<file path="src/rtl/bcd_to_bin.sv">
// Sequential packed-BCD to binary converter.
// One digit per clock, most significant digit first, using a
// multiply-by-ten-and-add accumulator. A conversion takes DIGITS cycles
// from the accepted start edge to the done pulse. Any digit above 9 marks
// the operand invalid, which forces the result to zero and raises err.
//
// Handshake: start is a request that is sampled only while idle (busy=0).
// The edge that accepts it also latches bcd_in. done pulses for exactly
// one cycle on completion, and bin_out/err are valid from that cycle.
// They then hold until the next completion. Each accepted start yields
// exactly one done pulse unless reset aborts the conversion.
module bcd_to_bin #(
    parameter int DIGITS = 4,
    parameter int BIN_W  = 14
) (
    input  logic                  clk,
    input  logic                  reset_n,
    input  logic                  start,
    input  logic [4*DIGITS-1:0]   bcd_in,
    output logic [BIN_W-1:0]      bin_out,
    output logic                  done,
    output logic                  busy,
    output logic                  err
);

    localparam int CNT_W = $clog2(DIGITS + 1);

    localparam logic [0:0] IDLE = 1'b0;
    localparam logic [0:0] CONV = 1'b1;

    logic [0:0]          state_q,  state_d;
    logic [4*DIGITS-1:0] shreg_q,  shreg_d;
    logic [BIN_W-1:0]    acc_q,    acc_d;
    logic [CNT_W-1:0]    cnt_q,    cnt_d;
    logic                inv_q,    inv_d;
    logic [BIN_W-1:0]    bin_q,    bin_d;
    logic                err_q,    err_d;
    logic                done_q,   done_d;

    // Datapath for the digit being processed this cycle.
    logic [3:0]          digit;
    logic [BIN_W-1:0]    acc_next;
    logic                inv_next;
    logic                last_digit;

    // Next-state and datapath logic for the two-state converter.
    always_comb begin
        state_d    = state_q;
        shreg_d    = shreg_q;
        acc_d      = acc_q;
        cnt_d      = cnt_q;
        inv_d      = inv_q;
        bin_d      = bin_q;
        err_d      = err_q;
        done_d     = 1'b0;

        digit      = shreg_q[4*DIGITS-1 -: 4];
        acc_next   = (acc_q << 3) + (acc_q << 1) + BIN_W'(digit);
        inv_next   = inv_q | (digit > 4'd9);
        last_digit = (cnt_q == CNT_W'(DIGITS - 1));

        case (state_q)
            IDLE: begin
                if (start) begin
                    shreg_d = bcd_in;
                    acc_d   = '0;
                    cnt_d   = '0;
                    inv_d   = 1'b0;
                    state_d = CONV;
                end
            end
            CONV: begin
                acc_d   = acc_next;
                inv_d   = inv_next;
                shreg_d = shreg_q << 4;
                cnt_d   = cnt_q + 1'b1;
                if (last_digit) begin
                    // An invalid operand reports zero rather than a partial value.
                    bin_d   = inv_next ? '0 : acc_next;
                    err_d   = inv_next;
                    done_d  = 1'b1;
                    state_d = IDLE;
                end
            end
            default: begin
                state_d = IDLE;
            end
        endcase
    end

    // State registers with synchronous active-low reset; reset aborts any conversion.
    always_ff @(posedge clk) begin
        if (!reset_n) begin
            state_q <= IDLE;
            shreg_q <= '0;
            acc_q   <= '0;
            cnt_q   <= '0;
            inv_q   <= 1'b0;
            bin_q   <= '0;
            err_q   <= 1'b0;
            done_q  <= 1'b0;
        end else begin
            state_q <= state_d;
            shreg_q <= shreg_d;
            acc_q   <= acc_d;
            cnt_q   <= cnt_d;
            inv_q   <= inv_d;
            bin_q   <= bin_d;
            err_q   <= err_d;
            done_q  <= done_d;
        end
    end

    assign bin_out = bin_q;
    assign err     = err_q;
    assign done    = done_q;
    assign busy    = (state_q == CONV);

endmodule
</file>
<file path="config.mk">
export PLATFORM = sky130hd
export DESIGN_NAME = bcd_to_bin
export DESIGN_NICKNAME = d
export VERILOG_FILES = /design/src/rtl/bcd_to_bin.sv
export SDC_FILE = /design/constraint.sdc
export NUM_CORES = 1
export LEC_CHECK = 0
export ABC_AREA = 0
export BUFFER_PORTS_ARGS = -buffer_cell sky130_fd_sc_hd__buf_2
export CAP_MARGIN = 0
export CORE_MARGIN = 2
export CORE_UTILIZATION = 57
export CTS_CLUSTER_SIZE = 28
export DETAILED_ROUTE_END_ITERATION = 10
export PLACE_DENSITY_LB_ADDON = 0.05
export SYNTH_ARGS = -nofsm -noshare
export SYNTH_HDL_FRONTEND = slang
export SYNTH_SLANG_ARGS = --single-unit
</file>
<file path="constraint.sdc">
create_clock -name clk -period 3.3 [get_ports clk]
set_input_delay 0.66 -clock clk [delete_from_list [all_inputs] [get_ports clk]]
set_output_delay 0.66 -clock clk [all_outputs]
set_load 0.01 [all_outputs]
</file>
## After elaboration in Yosys (flattened, before gate mapping)

Index checks and enable logic that the tools add are counted.

| operators by class | value |
|---|---|
| $lt $le $gt $ge | 1 |
| bitwise operators | 2 |
| $add $sub $neg | 3 |
| reductions and logical operators | 2 |
| mux-type cells | 13 |
| equality and inequality tests | 2 |

Operators by type and width:

| operator | count |
|---|---|
| one-hot mux 16 bit (2 select lines) | 1 |
| one-hot mux 13 bit (2 select lines) | 1 |
| 2-to-1 mux 16 bit | 1 |
| adder 14 bit | 1 |
| adder 14 x 4 -> 14 bit | 1 |
| 2-to-1 mux 14 bit | 1 |
| 2-to-1 mux 13 bit | 1 |
| one-hot mux 3 bit (2 select lines) | 1 |
| greater-than comparator 4 bit, second input constant | 1 |
| 2-to-1 mux 1 bit | 4 |
| one-hot mux 1 bit (2 select lines) | 2 |
| AND reduction 2 bit | 2 |
| adder 3 x 1 -> 3 bit, second input constant | 1 |
| equality test 3 x 2 -> 1 bit, second input constant | 1 |
| 2-to-1 mux 3 bit | 1 |
| != test 2 bit, second input constant | 1 |
| inverter 1 bit | 1 |
| OR 1 bit | 1 |

| storage, ports and cells | value |
|---|---|
| word-level logic and storage cells | 31 |
| output and inout bits | 17 |
| bits of input ports | 19 |
| bits in registers | 50 |

## Longest topological paths before layout

| depth | value |
|---|---|
| depth in word-level cells | 3 |
| depth in mapped cells | 9 |
| gate-level depth less buffers | 9 |

## Worst setup path before layout

OpenSTA, ideal clock, no wires.

| timing path | value |
|---|---|
| kind | flip-flop to flip-flop |
| from | register shreg_q[15] |
| to | register bin_q[13], in the netlist bin_out[13] |
| slack | 0.833 ns |
| buffers on the path | 0 |
| cell stages (with the launch flop) | 10 |
| data required time | 3.183 ns |
| arrival | 2.349 ns |
| cell sequence | dfxtp_1 > inv_1 > fa_1 > inv_1 > ha_1 > a21o_1 > nand4_1 > a21oi_1 > or4_1 > a32o_1 |

| on the way | value |
|---|---|
| longest elaborated chain between the ends | 3 |

Ends and longest elaborated chain:

| element | RTL line | text |
|---|---|---|
| start, declared | 32 | `logic [4*DIGITS-1:0] shreg_q, shreg_d;` |
| start signal, assigned | 104 | `shreg_q <= shreg_d;` |
| branches (longest 2 deep; another with adder 14 x 4 -> 14 bit) | -- |  |
| 2-to-1 mux 14 bit (*) | 79 | `bin_d = inv_next ? '0 : acc_next;` |
| end signal, assigned | 108 | `bin_q <= bin_d;` |
| end, declared | 36 | `logic [BIN_W-1:0] bin_q, bin_d;` |

Mark *: on every way between the ends.
A chain may end at the register's enable or synchronous reset.

## Worst setup path after layout

Ends and elaborated chain as after synthesis.

==> flow_summary.toml <==
[status]
status = "finished clean"

[drt]
drtIter0Drc = 133
via_count = 2252
ant_nets = 0
drc = 0
dr.pass1.iters = 4
wl_per_cell_um = 14.7
routed_wirelength_um = 5670
viasPerCell = 5.83

[global_route]
antenna_found_initial = 0
grt_max_degree = 38
gr-usage-all-layers = 0.237
grt_pass1_wl_um = 9860
grt_pass1_vias = 2164
grt-ovfl-total = 0

[logic_synthesis]
synthXorXnorAreaFrac = 0.0160
ys.flop_type = "dfxtp_1"
synth_compound_area_frac = 0.176
synthAdderAreaFrac = 0.125
syn_avg_cell_area_um2 = 8.93
ys_seq_elements = 50
yosysWarnings = 0
synth_top_family_by_area = "simple AND/OR/NAND/NOR gates"
synthMuxAreaShare = 0.0623
synthSimpleGateAreaFrac = 0.207
synth.cell_area_um2 = 2730
synth-edff-count = 0
async_flop_share = 0
synth_cell_type_count = 44
yosysSeqAreaShare = 0.366
netlist_instances = 306
syn-num-nets = 351

[floorplanning]
fp.coreArea_um2 = 4660
die_area_um2 = 5360
die-width_um = 73.2
start_util = 0.586
io_pins = 36
die_h_um = 73.2
rows = 25

[layout]
stdcell_count = 386
n_fill_cell = 404
nets = 376
final_layout_size_suffix_gt1_frac = 0.148
regArea_um2 = 1000
area_delta_synth_final_pct = 10.7
utilization = 0.649
stdcell_area_um2 = 3030
multi_input_area_um2 = 1600
antenna_cells_inserted = 0

[power_and_ir_drop]
peakVddDrop_mv = 0.236
power_density_nw_per_um2 = 388
total_power_mw = 1.17
leakagePower_nw = 1.38

[clock_tree]
cts_sinks = 50
clkLatencyLatePin_ns = 0.30
cts.htree.levels = 2
clockBufferDepth = 2
path_clk_slew_ns = 0.09
hold_buffers = 0
cts_tree = "yes"
numCtsBuffers = 5
clockRootBuffer = "clkbuf_8"
postCtsSetupBuffers = 0
ctsResizeCount = 0

[worst_setup_path]
r2r_slack_ns = 0.64
rr_worst_depth = 9
crit_arrival_ns = 2.87
end_kind = "flop"
timing.rr.start = "shreg_q[15]"
worstPathCellList = "inv_1 -> fa_1 -> inv_1 -> ha_1 -> a21o_1 -> nand4_1 -> a21oi_1 -> or4_1 -> a32o_1"
cpPeakStageDelay_ns = 0.59
rr_endpoint = "bin_out[13]"
cp_slowest_cell = "fa_1"
required_ns = 3.51
cpMostUsedCell = "inv_1"
crit_path_start_kind = "flop"
critical_path.max_fanout = 3
crit_type = "flop to flop"

[sta]
max_freq_mhz = 375
layout_setup_ws_ns = 0.636
slew_headroom = 0.569
slew_violations = 0
setup_viol = 0
rsz0062_at_grt = "no"
min_period_ns = 2.66
hold_ws_ns = 0.457
period_share = 0.807
tns_ns = 0
fin_skew_ns = 0.00268
tightest_slew_ns = 0.646
hold_violations = 0

[place]
preCtsSetupSlack_ns = 0.661
gp_congestion = 0.829
dp.cells = 378
hpwl_um = 4030
port_buffers = 35
dpl_cell_area_um2 = 2920

[worst_hold_path]
hp-class = "flop to flop"
worstHoldEndpoint = "bin_out[3]"
hold_start = "bin_out[3]"
min_path_cells = 2

[run]
drv_cap = 0
==> cell usage after synthesis (2+ instances only) <==
cell type	instances	area [um2]
nand4_1	3	18.8
o311ai_0	2	17.5
nor3b_1	9	67.6
or3_1	6	37.5
ha_1	24	300
nand3_1	5	25.0
nand2b_1	3	18.8
o21a_1	4	30.0
a32o_1	4	40.0
fa_1	2	40.0
dfxtp_1	50	1000
nand2_1	25	93.8
and2_1	17	106
inv_1	14	52.6
buf_2	4	20.0
mux2i_1	17	170
o2111ai_1	2	17.5
clkbuf_1	14	52.6
nor2b_1	13	81.3
xnor2_1	4	35.0
and3_1	2	12.5
nor3_1	4	20.0
o31a_1	2	17.5
a22o_1	6	52.6
a21oi_1	15	75.1
o21ai_0	25	125
nor2_1	10	37.5
a21o_1	4	30.0
==> cells in the final DEF (no fill, tap or decap), drive strengths merged, types with 5 or more instances in the layout <==
| master | netlist | final |
|---|---|---|
| dfxtp | 50 | 50 |
| buf | 5 | 37 |
| o21ai | 25 | 25 |
| nand2 | 25 | 25 |
| ha | 24 | 24 |
| and2 | 17 | 17 |
| mux2i | 17 | 17 |
| a21oi | 16 | 16 |
| inv | 14 | 14 |
| nor2b | 14 | 14 |
| nor2 | 10 | 10 |
| nor3b | 9 | 9 |
| a22o | 6 | 6 |
| or3 | 6 | 6 |
| clkbuf | 14 | 6 |
| nand3 | 5 | 5 |
| a32o | 5 | 5 |
==> area by class of cell <==
| cell class | count | area share |
|---|---|---|
| multi-input combinational | 223 | 0.530 |
| clock buffer | 6 | 0.0240 |
| tap | 54 | 0.0223 |
| sequential | 50 | 0.331 |
| timing repair buffer | 37 | 0.0629 |
| inverter | 14 | 0.0174 |
| clock inverter | 2 | 0.0124 |
==> worst max-delay path: cells and delay by family, from the launching register on <==
family	cells	cell delay, ns
AOI/OAI and AO/OA	3	0.56
adders and majority gates	2	0.88
buffers and inverters	2	0.13
DFF	1	0.36
and+or+nand+nor	2	0.62
==> cells by family after synthesis <==
logic type / count (synthesis)
XOR/XNOR: 5
buffers and inverters: 33
AND/OR/NAND/NOR: 102
multiplexers: 17
adder cells (fa/ha/maj): 26
AO/OA/AOI/OAI: 73
flip-flops: 50
==> registers in the layout, indices dropped and copies added, names as in the netlist <==
register  flops
acc_q        13
bin_out      14
busy          1
cnt_q         3
done          1
err           1
inv_q         1
shreg_q      16
==> routing by layer <==
layer	up-vias	track usage	part of all wire
met5	-	0	0
met4	0	0.0679	0.013
met3	6	0.0414	0.029
met2	37	0.415	0.48
met1	1073	0.297	0.48
li1	1136	-	-
==> how the worst max path moves through the flow <==
stage,end,slack (ns),from
floorplan,bin_out[13],0.83,shreg_q[15]
global placement,bin_out[13],0.73,shreg_q[15]
detailed placement,bin_out[13],0.66,shreg_q[15]
CTS,bin_out[13],0.64,shreg_q[15]
global route,bin_out[13],0.55,shreg_q[15]
finish,bin_out[13],0.64,shreg_q[15]
==> where the power goes <==
part	total, mW	switching (mW)	internal (mW)
Clock	0.434	0.208	0.226
Combinational	0.104	0.0576	0.0465
Sequential	0.636	0.0167	0.619
Total	1.17	0.282	0.892
Note: power is estimated with default switching activity, not from simulation.
